File: src/rtl/madd_sched_pkg.sv
// Shared widths and field offsets of the madd op/tag bundles, used by the scheduler,
// the evaluation units and the pipeline wrapper.
package madd_sched_pkg;

  localparam int DEF_DATA_W   = 16;
  localparam int DEF_N_BLOCKS = 256;

  // op bundle {a,b,c,shift[4:0],shift_disable,signedness,saturate_disable}, LSB first
  localparam int OP_SAT_DIS_BIT = 0;
  localparam int OP_SIGNED_BIT  = 1;
  localparam int OP_SH_DIS_BIT  = 2;
  localparam int OP_SHIFT_LSB   = 3;
  localparam int OP_SHIFT_W     = 5;
  localparam int OP_C_LSB       = 8;

  // tag bundle {block,dest[3:0],commit_id[8:0],commit_flag}, LSB first
  localparam int TAG_FLAG_BIT  = 0;
  localparam int TAG_CID_LSB   = 1;
  localparam int TAG_CID_W     = 9;
  localparam int TAG_DEST_LSB  = 10;
  localparam int TAG_DEST_W    = 4;
  localparam int TAG_BLOCK_LSB = 14;

  function automatic int op_width(input int dw);
    return 3 * dw + 8;
  endfunction

  function automatic int tag_width(input int nb);
    return $clog2(nb) + 14;
  endfunction

  function automatic int op_b_lsb(input int dw);
    return OP_C_LSB + dw;
  endfunction

  function automatic int op_a_lsb(input int dw);
    return OP_C_LSB + 2 * dw;
  endfunction

  localparam int OP_W  = op_width(DEF_DATA_W);
  localparam int TAG_W = tag_width(DEF_N_BLOCKS);

  typedef struct packed {
    logic [DEF_DATA_W-1:0] a;
    logic [DEF_DATA_W-1:0] b;
    logic [DEF_DATA_W-1:0] c;
    logic [OP_SHIFT_W-1:0] shift;
    logic                  shift_disable;
    logic                  signedness;
    logic                  saturate_disable;
  } madd_op_t;

  typedef struct packed {
    logic [$clog2(DEF_N_BLOCKS)-1:0] block;
    logic [TAG_DEST_W-1:0]           dest;
    logic [TAG_CID_W-1:0]            commit_id;
    logic                            commit_flag;
  } madd_tag_t;

endpackage

File: src/rtl/madd_scheduler_tag_fifo.sv
// In-order owner FIFO: one requester index per op inside the pipeline.
// Wrap pointers carry an extra MSB so full and empty are distinguishable.
module tag_fifo #(
  parameter int DEPTH = 8,
  parameter int W     = 2
) (
  input  logic         clk,
  input  logic         reset,
  input  logic         push,
  input  logic [W-1:0] push_data,
  input  logic         pop,
  output logic [W-1:0] pop_data,
  output logic         empty
);

  localparam int AW = $clog2(DEPTH);

  logic [W-1:0] mem [DEPTH];
  logic [AW:0]  wr_ptr;
  logic [AW:0]  rd_ptr;
  logic         full;

  assign empty    = (wr_ptr == rd_ptr);
  assign full     = (wr_ptr[AW] != rd_ptr[AW]) && (wr_ptr[AW-1:0] == rd_ptr[AW-1:0]);
  assign pop_data = mem[rd_ptr[AW-1:0]];

  always_ff @(posedge clk or negedge reset) begin
    if (!reset) begin
      wr_ptr <= '0;
      rd_ptr <= '0;
    end else begin
      if (push && !full) wr_ptr <= wr_ptr + 1'b1;
      if (pop && !empty) rd_ptr <= rd_ptr + 1'b1;
    end
  end

  always_ff @(posedge clk) begin
    if (push && !full) mem[wr_ptr[AW-1:0]] <= push_data;
  end

endmodule

File: src/rtl/madd_scheduler.sv
// Round-robin sharing of one in-order madd pipeline between N_REQ requesters,
// with an owner FIFO routing each result back to the requester that issued it.
module madd_scheduler
  import madd_sched_pkg::*;
#(
  parameter int data_width   = 16,
  parameter int n_blocks     = 256,
  parameter int N_REQ        = 4,
  parameter int MAX_INFLIGHT = 8,
  localparam int OPW = op_width(data_width),
  localparam int TGW = tag_width(n_blocks),
  localparam int IW  = $clog2(MAX_INFLIGHT) + 1
) (
  input  logic                    clk,
  input  logic                    reset,
  input  logic                    enable,
  input  logic [N_REQ-1:0]        req_valid,
  output logic [N_REQ-1:0]        req_ready,
  input  logic [N_REQ*OPW-1:0]    req_op,
  input  logic [N_REQ*TGW-1:0]    req_tag,
  output logic                    mac_in_valid,
  input  logic                    mac_in_ready,
  output logic [OPW-1:0]          mac_op,
  output logic [TGW-1:0]          mac_tag,
  input  logic                    mac_out_valid,
  output logic                    mac_out_ready,
  input  logic [2*data_width-1:0] mac_result,
  input  logic [TGW-1:0]          mac_tag_out,
  output logic [N_REQ-1:0]        rsp_valid,
  input  logic [N_REQ-1:0]        rsp_ready,
  output logic [2*data_width-1:0] rsp_result,
  output logic [TGW-1:0]          rsp_tag,
  output logic [IW-1:0]           inflight,
  output logic                    orphan_err
);

  localparam int PW = (N_REQ > 1) ? $clog2(N_REQ) : 1;

  logic [PW-1:0] rr_ptr;
  logic [PW-1:0] grant_idx;
  logic [PW-1:0] scan_idx;
  logic          found;
  logic [PW-1:0] lock_idx;
  logic          lock_vld;
  logic          any_req;
  logic          issue_ok;
  logic          issue_fire;
  logic [PW-1:0] head_idx;
  logic          fifo_empty;
  logic          ret_fire;
  logic          orphan;
  logic [IW-1:0] inflight_q;

  // A stalled offer keeps its grant so op/tag stay stable until accepted.
  always_comb begin
    grant_idx = rr_ptr;
    scan_idx  = rr_ptr;
    found     = 1'b0;
    for (int k = 0; k < N_REQ; k++) begin
      scan_idx = PW'((int'(rr_ptr) + k) % N_REQ);
      if (!found && req_valid[scan_idx]) begin
        grant_idx = scan_idx;
        found     = 1'b1;
      end
    end
    if (lock_vld && req_valid[lock_idx]) grant_idx = lock_idx;
  end

  assign any_req      = |req_valid;
  assign issue_ok     = reset & enable & (inflight_q < IW'(MAX_INFLIGHT)) & any_req;
  assign issue_fire   = issue_ok & mac_in_ready;
  assign mac_in_valid = issue_ok;
  assign mac_op       = req_op[int'(grant_idx)*OPW +: OPW];
  assign mac_tag      = req_tag[int'(grant_idx)*TGW +: TGW];
  assign req_ready    = issue_fire ? (N_REQ'(1) << grant_idx) : '0;

  // Return path: the FIFO head owns the result at the pipeline output.
  assign rsp_valid     = (!fifo_empty && mac_out_valid) ? (N_REQ'(1) << head_idx) : '0;
  assign mac_out_ready = fifo_empty ? 1'b1 : rsp_ready[head_idx];
  assign ret_fire      = !fifo_empty & mac_out_valid & rsp_ready[head_idx];
  assign orphan        = fifo_empty & mac_out_valid;
  assign rsp_result    = mac_result;
  assign rsp_tag       = mac_tag_out;
  assign inflight      = inflight_q;

  tag_fifo #(
    .DEPTH (MAX_INFLIGHT),
    .W     (PW)
  ) u_tag_fifo (
    .clk       (clk),
    .reset     (reset),
    .push      (issue_fire),
    .push_data (grant_idx),
    .pop       (ret_fire),
    .pop_data  (head_idx),
    .empty     (fifo_empty)
  );

  always_ff @(posedge clk or negedge reset) begin
    if (!reset) begin
      rr_ptr   <= '0;
      lock_vld <= 1'b0;
      lock_idx <= '0;
    end else if (enable) begin
      if (issue_fire) rr_ptr <= (grant_idx == PW'(N_REQ - 1)) ? '0 : grant_idx + 1'b1;
      lock_vld <= issue_ok & ~mac_in_ready;
      lock_idx <= grant_idx;
    end
  end

  always_ff @(posedge clk or negedge reset) begin
    if (!reset) begin
      inflight_q <= '0;
      orphan_err <= 1'b0;
    end else begin
      case ({issue_fire, ret_fire})
        2'b10:   inflight_q <= inflight_q + 1'b1;
        2'b01:   inflight_q <= inflight_q - 1'b1;
        default: inflight_q <= inflight_q;
      endcase
      if (orphan) orphan_err <= 1'b1;
    end
  end

endmodule
File: config.mk
export PLATFORM = sky130hd
export DESIGN_NAME = madd_scheduler
export DESIGN_NICKNAME = d
export VERILOG_FILES = /design/src/rtl/madd_sched_pkg.sv /design/src/rtl/madd_scheduler_tag_fifo.sv /design/src/rtl/madd_scheduler.sv
export SDC_FILE = /design/constraint.sdc
export NUM_CORES = 1
export LEC_CHECK = 0
export BUFFER_PORTS_ARGS = -buffer_cell sky130_fd_sc_hd__clkbuf_2
export CAP_MARGIN = 25
export CORE_AREA = 2 2 206 208
export DETAILED_ROUTE_END_ITERATION = 8
export DIE_AREA = 0 0 208 210
export SYNTH_ARGS = -nofsm -noshare
export SYNTH_HDL_FRONTEND = slang
export SYNTH_HIERARCHICAL = 1
export SYNTH_SLANG_ARGS = --single-unit
File: constraint.sdc
create_clock -name clk -period 3.8 [get_ports clk]
set_input_delay 0.95 -clock clk [delete_from_list [all_inputs] [get_ports clk]]
set_output_delay 0.95 -clock clk [all_outputs]
set_load 0.005 [all_outputs]
==> impl_metrics.py <==
metrics = {
    "sta": {
        "final-hold-violation-count": 0,
        "fin_skew_ps": 8.147,
        "fin_crit_ps": 3784,
        "maxSlewViolCount": 0,
        "fmax_mhz": 264.3,
        "finalSetupViolCount": 0,
        "max_slew.worst_pin.slew_ps": 559.7,
        "min_period_over_period": 0.9957,
        "rsz0062_at_grt": "true",
        "holdWs_ps": 469.8,
        "slew_headroom": 0.6234,
    },
    "clock_tree": {
        "htree_levels": 2,
        "clock_latency_ps": 280,
        "cts_buffer_depth": 2,
        "cts_sinks": 34,
        "cts-root-buf": "clkbuf_16",
        "cts_tree": "built",
        "cts.reportedPaths.clkPinSlew_ps": 50,
        "cts_buffers": 5,
    },
    "place": {
        "port_buffers": 417,
        "placed_cells": 1406,
        "place_hpwl_um": 18570,
        "gp_congestion": 0.8228,
    },
    "setup_path": {
        "reg2reg_depth": 11,
        "rr_startpoint": "u_tag_fifo/rd_ptr[0]",
        "start_kind": "primary input",
        "cp_cell_sequence": "clkbuf_2, buf_4, nor3_1, a211o_1, a31oi_4, buf_12, buf_12, buf_4, mux2i_2, mux2i_1, clkbuf_2",
        "critPathMaxFanout": 16,
        "crit-reg2reg-capture": "inflight[2]",
        "worstSetupEndpointType": "primary output",
        "reg2reg_slack_ps": 300,
        "critical_path_required_ps": 2850,
        "cp_data_arrival_time_ps": 2830,
        "cp_slowest_cell": "a211o_1",
        "critPathKind": "in -> out",
        "slowest_delay_ps": 310,
    },
    "grt": {
        "gr-usage-all-layers": 0.09131,
        "grt-ovfl-total": 0,
        "grt_pass1_wl_um": 30580,
        "grt_pass1_vias": 5363,
        "grt_max_degree": 30,
        "antenna_found_initial": 2,
    },
    "die": {
        "die_h_um": 210,
        "die_w_um": 208,
        "num_rows": 75,
        "start_util": 0.1226,
        "die_area_sq_mm": 0.04368,
        "core_sq_mm": 0.04148,
        "ios": 526,
    },
    "power": {
        "power_mw": 5.192,
        "ir_worst_vdd_v": 0.0002092,
        "p_per_area_mw_per_mm2": 649.3,
        "power.leakage_nw": 4.296,
    },
    "final_layout": {
        "nNetsFinal": 1268,
        "fill_cells": 4621,
        "drive_gt1_frac": 0.5970,
        "syn_to_final_growth_pct": 57.30,
        "final_common_cell": "clkbuf_2",
        "final_cell_mix": "clkbuf_2 (417), mux2i_1 (221), buf_4 (49)",
        "fin_util": 0.1928,
        "layout.cells.non_filler": 1423,
    },
    "synthesis": {
        "synthCells": 478,
        "syn_area_sq_mm": 0.005084,
        "synth_ff_type": "dfrtp_1",
        "synth_nets": 866,
        "synth-seq-area-share": 0.1831,
        "syn_area_per_cell_sq_um": 10.64,
        "yosysWarnings": 6,
        "synth-async-reset-ratio": 0.5294,
        "synthDistinctLibCells": 50,
        "synth-edff-count": 16,
        "synth_seq_cells": 34,
    },
    "flow_run": {
        "max_cap_viol_count": 0,
    },
    "min_path": {
        "min_from": "orphan_err",
        "hold_end": "orphan_err",
        "hold_path.class": "reg -> reg",
        "min_path_cells": 1,
    },
    "routing": {
        "wirelength_um": 21490,
        "vias_per_cell": 3.687,
        "firstDrtPassIters": 4,
        "vias": 5246,
        "drc_errors": 0,
        "ant_nets": 0,
        "drt_iter0_markers": 171,
        "wire_per_inst_um": 15.10,
    },
    "outcome": {
        "run_status": "completed",
    },
}
[kinds of logic after synthesis]
kind of cell	count (synthesis)	synth area share
buf+inv	94	0.1563
fa+ha+maj	9	0.02215
xor+xnor	14	0.03298
simple gates	52	0.05710
mux	249	0.5075
flops	34	0.1831
compound gates	26	0.04086
[worst max-delay path, delay by kind of cell]
kind | cells | cell delay (ps)
multiplexers | 2 | 320
buffers and inverters | 6 | 930
AND/OR/NAND/NOR | 1 | 50
AO/OA/AOI/OAI | 2 | 540
[synth_stat cells, types with 3 or more instances]
library cell / instances / area share
a21oi_1: 4 / 0.0039
nor2_1: 9 / 0.0066
buf_12: 9 / 0.035
buf_4: 55 / 0.081
mux4_1: 4 / 0.021
and3_1: 5 / 0.0062
nor3_1: 6 / 0.0059
nor4_1: 3 / 0.0037
and2_1: 3 / 0.0037
nor2b_1: 4 / 0.0049
edfxtp_1: 16 / 0.095
nand2_1: 9 / 0.0066
buf_2: 11 / 0.011
mux2_2: 6 / 0.013
inv_1: 8 / 0.0059
ha_1: 9 / 0.022
xor2_1: 5 / 0.0086
clkbuf_4: 4 / 0.0059
dfrtp_1: 18 / 0.089
o21ai_0: 4 / 0.0039
xnor2_1: 6 / 0.010
buf_6: 5 / 0.011
o41ai_2: 3 / 0.0096
mux2i_1: 236 / 0.46
[area by class of cell]
class	count	area [sq um]	share of cell area
multi-input combinational	350	3501	0.4378
timing repair buffer	481	2698	0.3373
sequential	34	930.9	0.1164
tap	539	674.4	0.08434
clock buffer	6	138.9	0.01737
inverter	8	33.78	0.004225
clock inverter	2	12.51	0.001565
antenna	3	7.507	0.0009388
[per-stage QoR]
| step | instance area [sq um] | setup TNS [ps] | setup WS (ps) |
|---|---|---|---|
| 2_1_floorplan | 5084 | 0 | 312.1 |
| 3_3_place_gp | 7606 | -915.1 | -393.0 |
| 3_5_place_dp | 7606 | -733.4 | -404.4 |
| 4_1_cts | 7886 | -40.93 | -40.93 |
| 5_1_grt | 7994 | -739.1 | -75.42 |
| 6_report | 7996 | 0 | 16.30 |
[repair_timing]
| action | in CTS | in global routing |
|---|---|---|
| hold buffers | 0 | 0 |
| hold endpoints to repair | 0 | 0 |
| setup buffers | 2 | 3 |
| resized for setup | 12 | 21 |
| gates cloned | 1 | 0 |
| pin swaps | 1 | 1 |
| setup endpoints to repair | 21 | 41 |
[routing by layer]
metal	global-route usage	vias to the layer above	wire (um)
li1	-	2543	-
met1	0.1144	2389	8717
met5	0	-	0
met2	0.1523	293	10510
met3	0.02607	21	1848
met4	0.02666	0	412
[how the worst max path moves through the flow]
| stage | to | slack, ps | startpoint |
|---|---|---|---|
| finish | mac_tag[14] | 20 | req_valid[3] |
| global route | mac_tag[3] | -80 | req_valid[3] |
| CTS | mac_tag[3] | -40 | req_valid[3] |
| detailed placement | mac_tag[3] | -400 | req_valid[3] |
| global placement | mac_tag[3] | -390 | req_valid[3] |
| floorplan | req_ready[1] | 310 | req_valid[3] |
[power breakdown]
part / internal (mW) / switching, mW / leakage (nW)
combinational: 2.14 / 1.94 / 3.86
sequential: 0.507 / 0.197 / 0.358
clock: 0.259 / 0.148 / 0.0729
[sequential cells by signal, indices dropped and copies added (netlist names)]
| register | count |
|---|---|
| orphan_err | 1 |
| rr_ptr | 2 |
| u_tag_fifo/mem | 16 |
| u_tag_fifo/rd_ptr | 4 |
| lock_vld | 1 |
| u_tag_fifo/wr_ptr | 4 |
| inflight | 4 |
| lock_idx | 2 |
Note: power is estimated with default switching activity, not from simulation.
